`src/rtl/vram_pkg.sv`:
```
// Shared widths, requester IDs and read-tag layout for the VRAM port-A arbiter.
package vram_pkg;

  localparam int VRAM_AW = 15;
  localparam int VRAM_DW = 16;

  localparam logic REQ_CORE = 1'b0;
  localparam logic REQ_DMA  = 1'b1;

  typedef struct packed {
    logic valid;
    logic dest;
    logic err;
  } rd_tag_t;

  localparam int TAG_W = $bits(rd_tag_t);

endpackage

```
`src/rtl/vram_rd_tag_pipe.sv`:
```
// DEPTH-deep shift register that carries a read tag alongside the RAM read latency.
module vram_rd_tag_pipe
  import vram_pkg::*;
#(
  parameter int DEPTH = 1
) (
  input  logic             clk,
  input  logic             clr_i,
  input  logic [TAG_W-1:0] tag_i,
  output logic [TAG_W-1:0] tag_o
);

  logic [TAG_W-1:0] stage_q [DEPTH];

  always_ff @(posedge clk) begin
    if (clr_i) begin
      for (int i = 0; i < DEPTH; i++) stage_q[i] <= '0;
    end else begin
      stage_q[0] <= tag_i;
      for (int i = 1; i < DEPTH; i++) stage_q[i] <= stage_q[i-1];
    end
  end

  assign tag_o = stage_q[DEPTH-1];

endmodule

```
`src/rtl/vram_port_arbiter.sv`:
```
// Shares VRAM port A between the CPU core and the DMA engine: core priority with a
// starvation guard, and tagged read returns routed back to the issuing requester.
module vram_port_arbiter
  import vram_pkg::*;
#(
  parameter int ADDR_W       = 24,
  parameter int RAM_AW       = VRAM_AW,
  parameter int DATA_W       = VRAM_DW,
  parameter int RD_LATENCY   = 1,
  parameter int STARVE_LIMIT = 4
) (
  input  logic              clk,
  input  logic              rst_n,
  input  logic              core_req,
  input  logic              core_we,
  input  logic [ADDR_W-1:0] core_addr,
  input  logic [DATA_W-1:0] core_wdata,
  output logic              core_gnt,
  output logic              core_rvalid,
  output logic [DATA_W-1:0] core_rdata,
  input  logic              dma_req,
  input  logic              dma_we,
  input  logic [ADDR_W-1:0] dma_addr,
  input  logic [DATA_W-1:0] dma_wdata,
  output logic              dma_gnt,
  output logic              dma_rvalid,
  output logic [DATA_W-1:0] dma_rdata,
  output logic [RAM_AW-1:0] ram_addr,
  output logic              ram_we,
  output logic [DATA_W-1:0] ram_wdata,
  input  logic [DATA_W-1:0] ram_rdata,
  output logic              addr_err
);

  localparam int CNT_W = 4;
  localparam logic [CNT_W-1:0] LIMIT = CNT_W'(STARVE_LIMIT);

  logic [CNT_W-1:0]  starve_q, starve_d;
  logic              dma_prio_q, dma_prio_d;
  logic              addr_err_q, addr_err_d;
  logic              dma_sel, any_gnt, sel_we, sel_oor;
  logic [ADDR_W-1:0] sel_addr;
  logic [TAG_W-1:0]  tag_out_w;
  rd_tag_t           tag_in, tag_out;

  // Grant and RAM mux are combinational so an accepted request reaches the RAM this cycle.
  always_comb begin
    dma_sel   = dma_req && (!core_req || dma_prio_q);
    core_gnt  = rst_n && core_req && !dma_sel;
    dma_gnt   = rst_n && dma_sel;
    any_gnt   = core_gnt || dma_gnt;
    sel_addr  = dma_sel ? dma_addr : core_addr;
    sel_we    = dma_sel ? dma_we : core_we;
    sel_oor   = |sel_addr[ADDR_W-1:RAM_AW];
    ram_addr  = rst_n ? sel_addr[RAM_AW-1:0] : '0;
    ram_we    = any_gnt && sel_we && !sel_oor;
    ram_wdata = dma_sel ? dma_wdata : core_wdata;

    tag_in.valid = any_gnt && !sel_we;
    tag_in.dest  = dma_gnt ? REQ_DMA : REQ_CORE;
    tag_in.err   = sel_oor;
    addr_err_d   = any_gnt && sel_oor;
  end

  // Counts core wins while DMA waits; reaching the limit hands DMA the next grant.
  always_comb begin
    starve_d   = starve_q;
    dma_prio_d = dma_prio_q;
    if (dma_gnt || !dma_req) begin
      starve_d = '0;
    end else if (core_gnt && starve_q != LIMIT) begin
      starve_d = starve_q + 1'b1;
    end
    if (dma_gnt) begin
      dma_prio_d = 1'b0;
    end else if (starve_d == LIMIT) begin
      dma_prio_d = 1'b1;
    end
  end

  always_ff @(posedge clk) begin
    if (!rst_n) begin
      starve_q   <= '0;
      dma_prio_q <= 1'b0;
      addr_err_q <= 1'b0;
    end else begin
      starve_q   <= starve_d;
      dma_prio_q <= dma_prio_d;
      addr_err_q <= addr_err_d;
    end
  end

  vram_rd_tag_pipe #(
    .DEPTH (RD_LATENCY)
  ) u_tag_pipe (
    .clk   (clk),
    .clr_i (!rst_n),
    .tag_i (tag_in),
    .tag_o (tag_out_w)
  );

  assign tag_out = rd_tag_t'(tag_out_w);

  // Out-of-range reads still return on time, but with zero data.
  always_comb begin
    core_rvalid = rst_n && tag_out.valid && (tag_out.dest == REQ_CORE);
    dma_rvalid  = rst_n && tag_out.valid && (tag_out.dest == REQ_DMA);
    core_rdata  = (core_rvalid && !tag_out.err) ? ram_rdata : '0;
    dma_rdata   = (dma_rvalid && !tag_out.err) ? ram_rdata : '0;
  end

  assign addr_err = rst_n && addr_err_q;

endmodule

```
`config.mk`:
```
export PLATFORM = sky130hd
export DESIGN_NAME = vram_port_arbiter
export DESIGN_NICKNAME = d
export VERILOG_FILES = /design/src/rtl/vram_pkg.sv /design/src/rtl/vram_rd_tag_pipe.sv /design/src/rtl/vram_port_arbiter.sv
export SDC_FILE = /design/constraint.sdc
export NUM_CORES = 1
export LEC_CHECK = 0
export ABC_CLOCK_PERIOD_IN_PS = 3070
export CAP_MARGIN = 20
export CORE_ASPECT_RATIO = 1.75
export CORE_UTILIZATION = 26
export CTS_CLUSTER_DIAMETER = 100
export DETAILED_ROUTE_END_ITERATION = 8
export GPL_TIMING_DRIVEN = 0
export HOLD_SLACK_MARGIN = 0.15
export PLACE_DENSITY = 0.9
export SETUP_SLACK_MARGIN = 0.15
export SLEW_MARGIN = 10
export SYNTH_ARGS = -nofsm -noshare
export SYNTH_HDL_FRONTEND = slang
export SYNTH_HIERARCHICAL = 1
export SYNTH_SLANG_ARGS = --single-unit
```
`constraint.sdc`:
```
create_clock -name clk -period 3.07 [get_ports clk]
set_input_delay 0.307 -clock clk [delete_from_list [all_inputs] [get_ports clk]]
set_output_delay 0.307 -clock clk [all_outputs]
set_load 0.05 [all_outputs]
```
==> results.md <==
* Main combinational cell family by area after synthesis: simple AND/OR/NAND/NOR gates
* Initial Util at 0.271
* TritonCTS clock tree: built
* Crit Path Max Fanout at 8
* TritonCTS Buffers at 3
* Fmax at 361 MHz
* Slew Limit Fails at 0
* Synthesis Warnings at 6
* Area of the die at 4870 um^2
* Vias in the first global route at 1890
* Crit start category: input pin
* Cell Rows at 32
* Synth Area in Adders at 0.0210
* Slew @ Worst Pin at 0.531 ns
* Outcome: complete, no violations
* Final Hold Fails at 0
* DPL Wire Length at 4510 um
* Worst reg-to-reg setup slack at 1.12 ns
* Commonest non-fill, non-tap cell in the layout: clkdlybuf4s50_1
* Period minus WS final at 2.77 ns
* Net load switching power at 258 uW
* Design Area, Final at 2900 um^2
* Top post-synthesis cells by area: nand2_1 (27%), and2_1 (18%), dfxtp_1 (15%)
* Reg-to-Reg End: dma_prio_q$_SDFFE_PP0N_
* Asr flop ratio synth at 0
* Max Cap Viol at 0
* Antenna cells at 0
* Critical Path RT at 2.76 ns
* Synth Area in Compound Gates at 0.146
* Drt via density at around 4.7
* Core region area at 4400 um^2
* Mapped Area at 1190 um^2
* Clock share of power at 0.221
* Largest area contributor in the netlist: nand2_1
* Mux contribution to synthesized area at 0.00839
* Post-CTS Setup Repair Bufs at 0
* R2R depth at 7
* All-Layer GR Usage at 0.220
* CP arrival at around 2.5 ns
* Slew margin rel. at 0.645
* Post-synth cell types at 28
* Switching part of the total at 0.403
* R2R Path Start: starve_q[0]$_SDFF_PN0_
* Cell area power density at 221 nW/um^2
* Area after DPL at 2960 um^2
* Number of routed nets with antenna violations at 0
* Pre-antenna DRT Iters at 4
* Gpl congestion at 0.799
* Cell-internal power at roughly 380 uW
* Pleak at 1.40 nW
* Comb pwr share at 0.588
* Worst Setup SP: core_req
* Clock Sink Count at 9
* Reg power frac at 0.191
* Worst setup EP type: output port
* IO buf count at between 150 and 200
* RSZ-0062 raised after global routing: true
* Area added between synthesis and finish at 143%
* XOR/XNOR Fraction of Synth Area at 0.00735
* First-pass GRT wire length at 8140 um
* Fin nets at 493
* Max clock buf depth at 2
* DRT Wirelength at 5320 um
* Top FF cell, synth: dfxtp_1
* Min-delay worst type: flip-flop to flip-flop
* Vias at between 2000 and 2500
* Critical path class: input pin to output port
* Most frequent cells in the layout: clkdlybuf4s50_1 (117), nand2_1 (87), and2_1 (35), dlygate4sd2_1 (27), clkbuf_2 (22)
* Avg Inst Size Synth at 5.57 um^2
* Fin crit share at 0.903
* Synth Area in Simple Gates at 0.598
* Worst setup path end: ram_addr[14]
* Syn Nets at 318
* CTS Hold Bufs at 0
* H-tree depth at 1
* Hold path cells at 2
* Hold_ws at 0.534 ns
* Per-cell routed wire length at about 12 um
* Largest net degree at the start of global routing at 13
* IO Pins at roughly 170
* Peak VDD IR at between 0.2 and 0.3 mV
* Fill count at 405
* Worst Skew at 0.00569 ns
* Clock root cell: clkbuf_8
* Synth top area share at 0.274
* Number of enable flip-flop cells after synthesis at 0
* Die width at around 53 um
* Sequential share of the synthesized area at 0.151
* Grt ovf at 0
* Cell count after synthesis at between 200 and 250
* Initial antenna violation count at 0
* Initial drt markers at 49
* Endpoints failing setup at 0
* DRC violations left at 0
* CTS clk-pin slew, worst paths at 0.05 ns
* Worst skew pair latency at roughly 0.24 ns
* Tot Pwr at ~640 uW
* Share of cells above drive strength 1 at 0.0799
* Number of synthesized register bits at 9
* Die Y-Extent at 91.6 um
## power by group through the flow
stage	combinational [mW]	sequential, mW	clock, mW
floorplan	0.188	0.124	0
global placement	0.395	0.124	0
detailed placement	0.399	0.124	0
CTS	0.379	0.122	0.142
global route	0.400	0.123	0.151
finish	0.376	0.122	0.142
## synthesized netlist by cell type (all sizes together), types with 2 or more instances
library cell,number
a21oi,19
a31oi,2
and2,35
and3,4
buf,3
clkbuf,10
dfxtp,9
ha,2
inv,6
nand2,87
nand3,3
nor2,9
nor2b,5
nor3,3
nor4,2
o21ai,4
## sequential cells by signal, indices dropped and copies added, names as in the netlist
signal	flops
starve_q	4
u_tag_pipe/stage_q	3
addr_err_q	1
dma_prio_q	1
## worst min-delay path by stage
stage                                 startpoint  slack, ns                     end
after floorplan                          dma_req       0.46   addr_err_q$_SDFF_PN0_
after global placement    starve_q[3]$_SDFF_PN0_       0.50  starve_q[3]$_SDFF_PN0_
after detailed placement  starve_q[3]$_SDFF_PN0_       0.52  starve_q[3]$_SDFF_PN0_
after CTS                 starve_q[3]$_SDFF_PN0_       0.53  starve_q[3]$_SDFF_PN0_
after global routing      starve_q[3]$_SDFF_PN0_       0.56  starve_q[3]$_SDFF_PN0_
final                     starve_q[3]$_SDFF_PN0_       0.53  starve_q[3]$_SDFF_PN0_
## per-layer routing
| layer | global-route usage | vias up | share of wire | routed length (um) |
|---|---|---|---|---|
| li1 | - | 1037 | - | - |
| met1 | 0.213 | 876 | 0.33 | 1770 |
| met2 | 0.418 | 139 | 0.54 | 2850 |
| met3 | 0.0653 | 12 | 0.11 | 600 |
| met4 | 0.0658 | 0 | 0.018 | 97 |
| met5 | 0 | - | 0 | 0 |
## critical path: stages
cell and delay, ns:
clkdlybuf4s50_1 0.55, nand2b_1 0.16, and2_1 0.13, clkbuf_1 0.25, nand2_1 0.09, a21oi_1 0.13
clkdlybuf4s50_1 0.85
## through the flow
stage	setup TNS [ns]	cells	setup WS (ns)	utilization
after floorplan	0	214	0.851	-
after detailed placement	-1.54	435	-0.124	0.672
after global routing	0	439	0.149	0.659
after global placement	-0.827	435	-0.0591	0.672
after CTS	0	439	0.0746	0.669
final	0	439	0.299	0.659
## cell type report
| class | count | area [um^2] | share of cell area |
|---|---|---|---|
| Buffer | 13 | 65.1 | 0.0224 |
| Clock buffer | 4 | 45.0 | 0.0155 |
| Inverter | 6 | 22.5 | 0.00776 |
| Multi-Input combinational cell | 186 | 936 | 0.322 |
| Sequential cell | 9 | 180 | 0.0621 |
| Tap cell | 51 | 63.8 | 0.0220 |
| Timing Repair Buffer | 170 | 1590 | 0.548 |
## cell families after synthesis
logic type                 after synthesis
AOI/OAI and AO/OA                       29
xor gates and xnor gates                 1
adders and majority gates                2
buffers and inverters                   19
DFF                                      9
muxes                                    1
and+or+nand+nor                        153
## timing repair
| action | 4_1_cts | 5_1_grt |
|---|---|---|
| endpoints found under the setup margin | 53 | 39 |
| pin swaps | 0 | 0 |
| resized for setup | 52 | 51 |
Power figures use the tool's default switching activity.
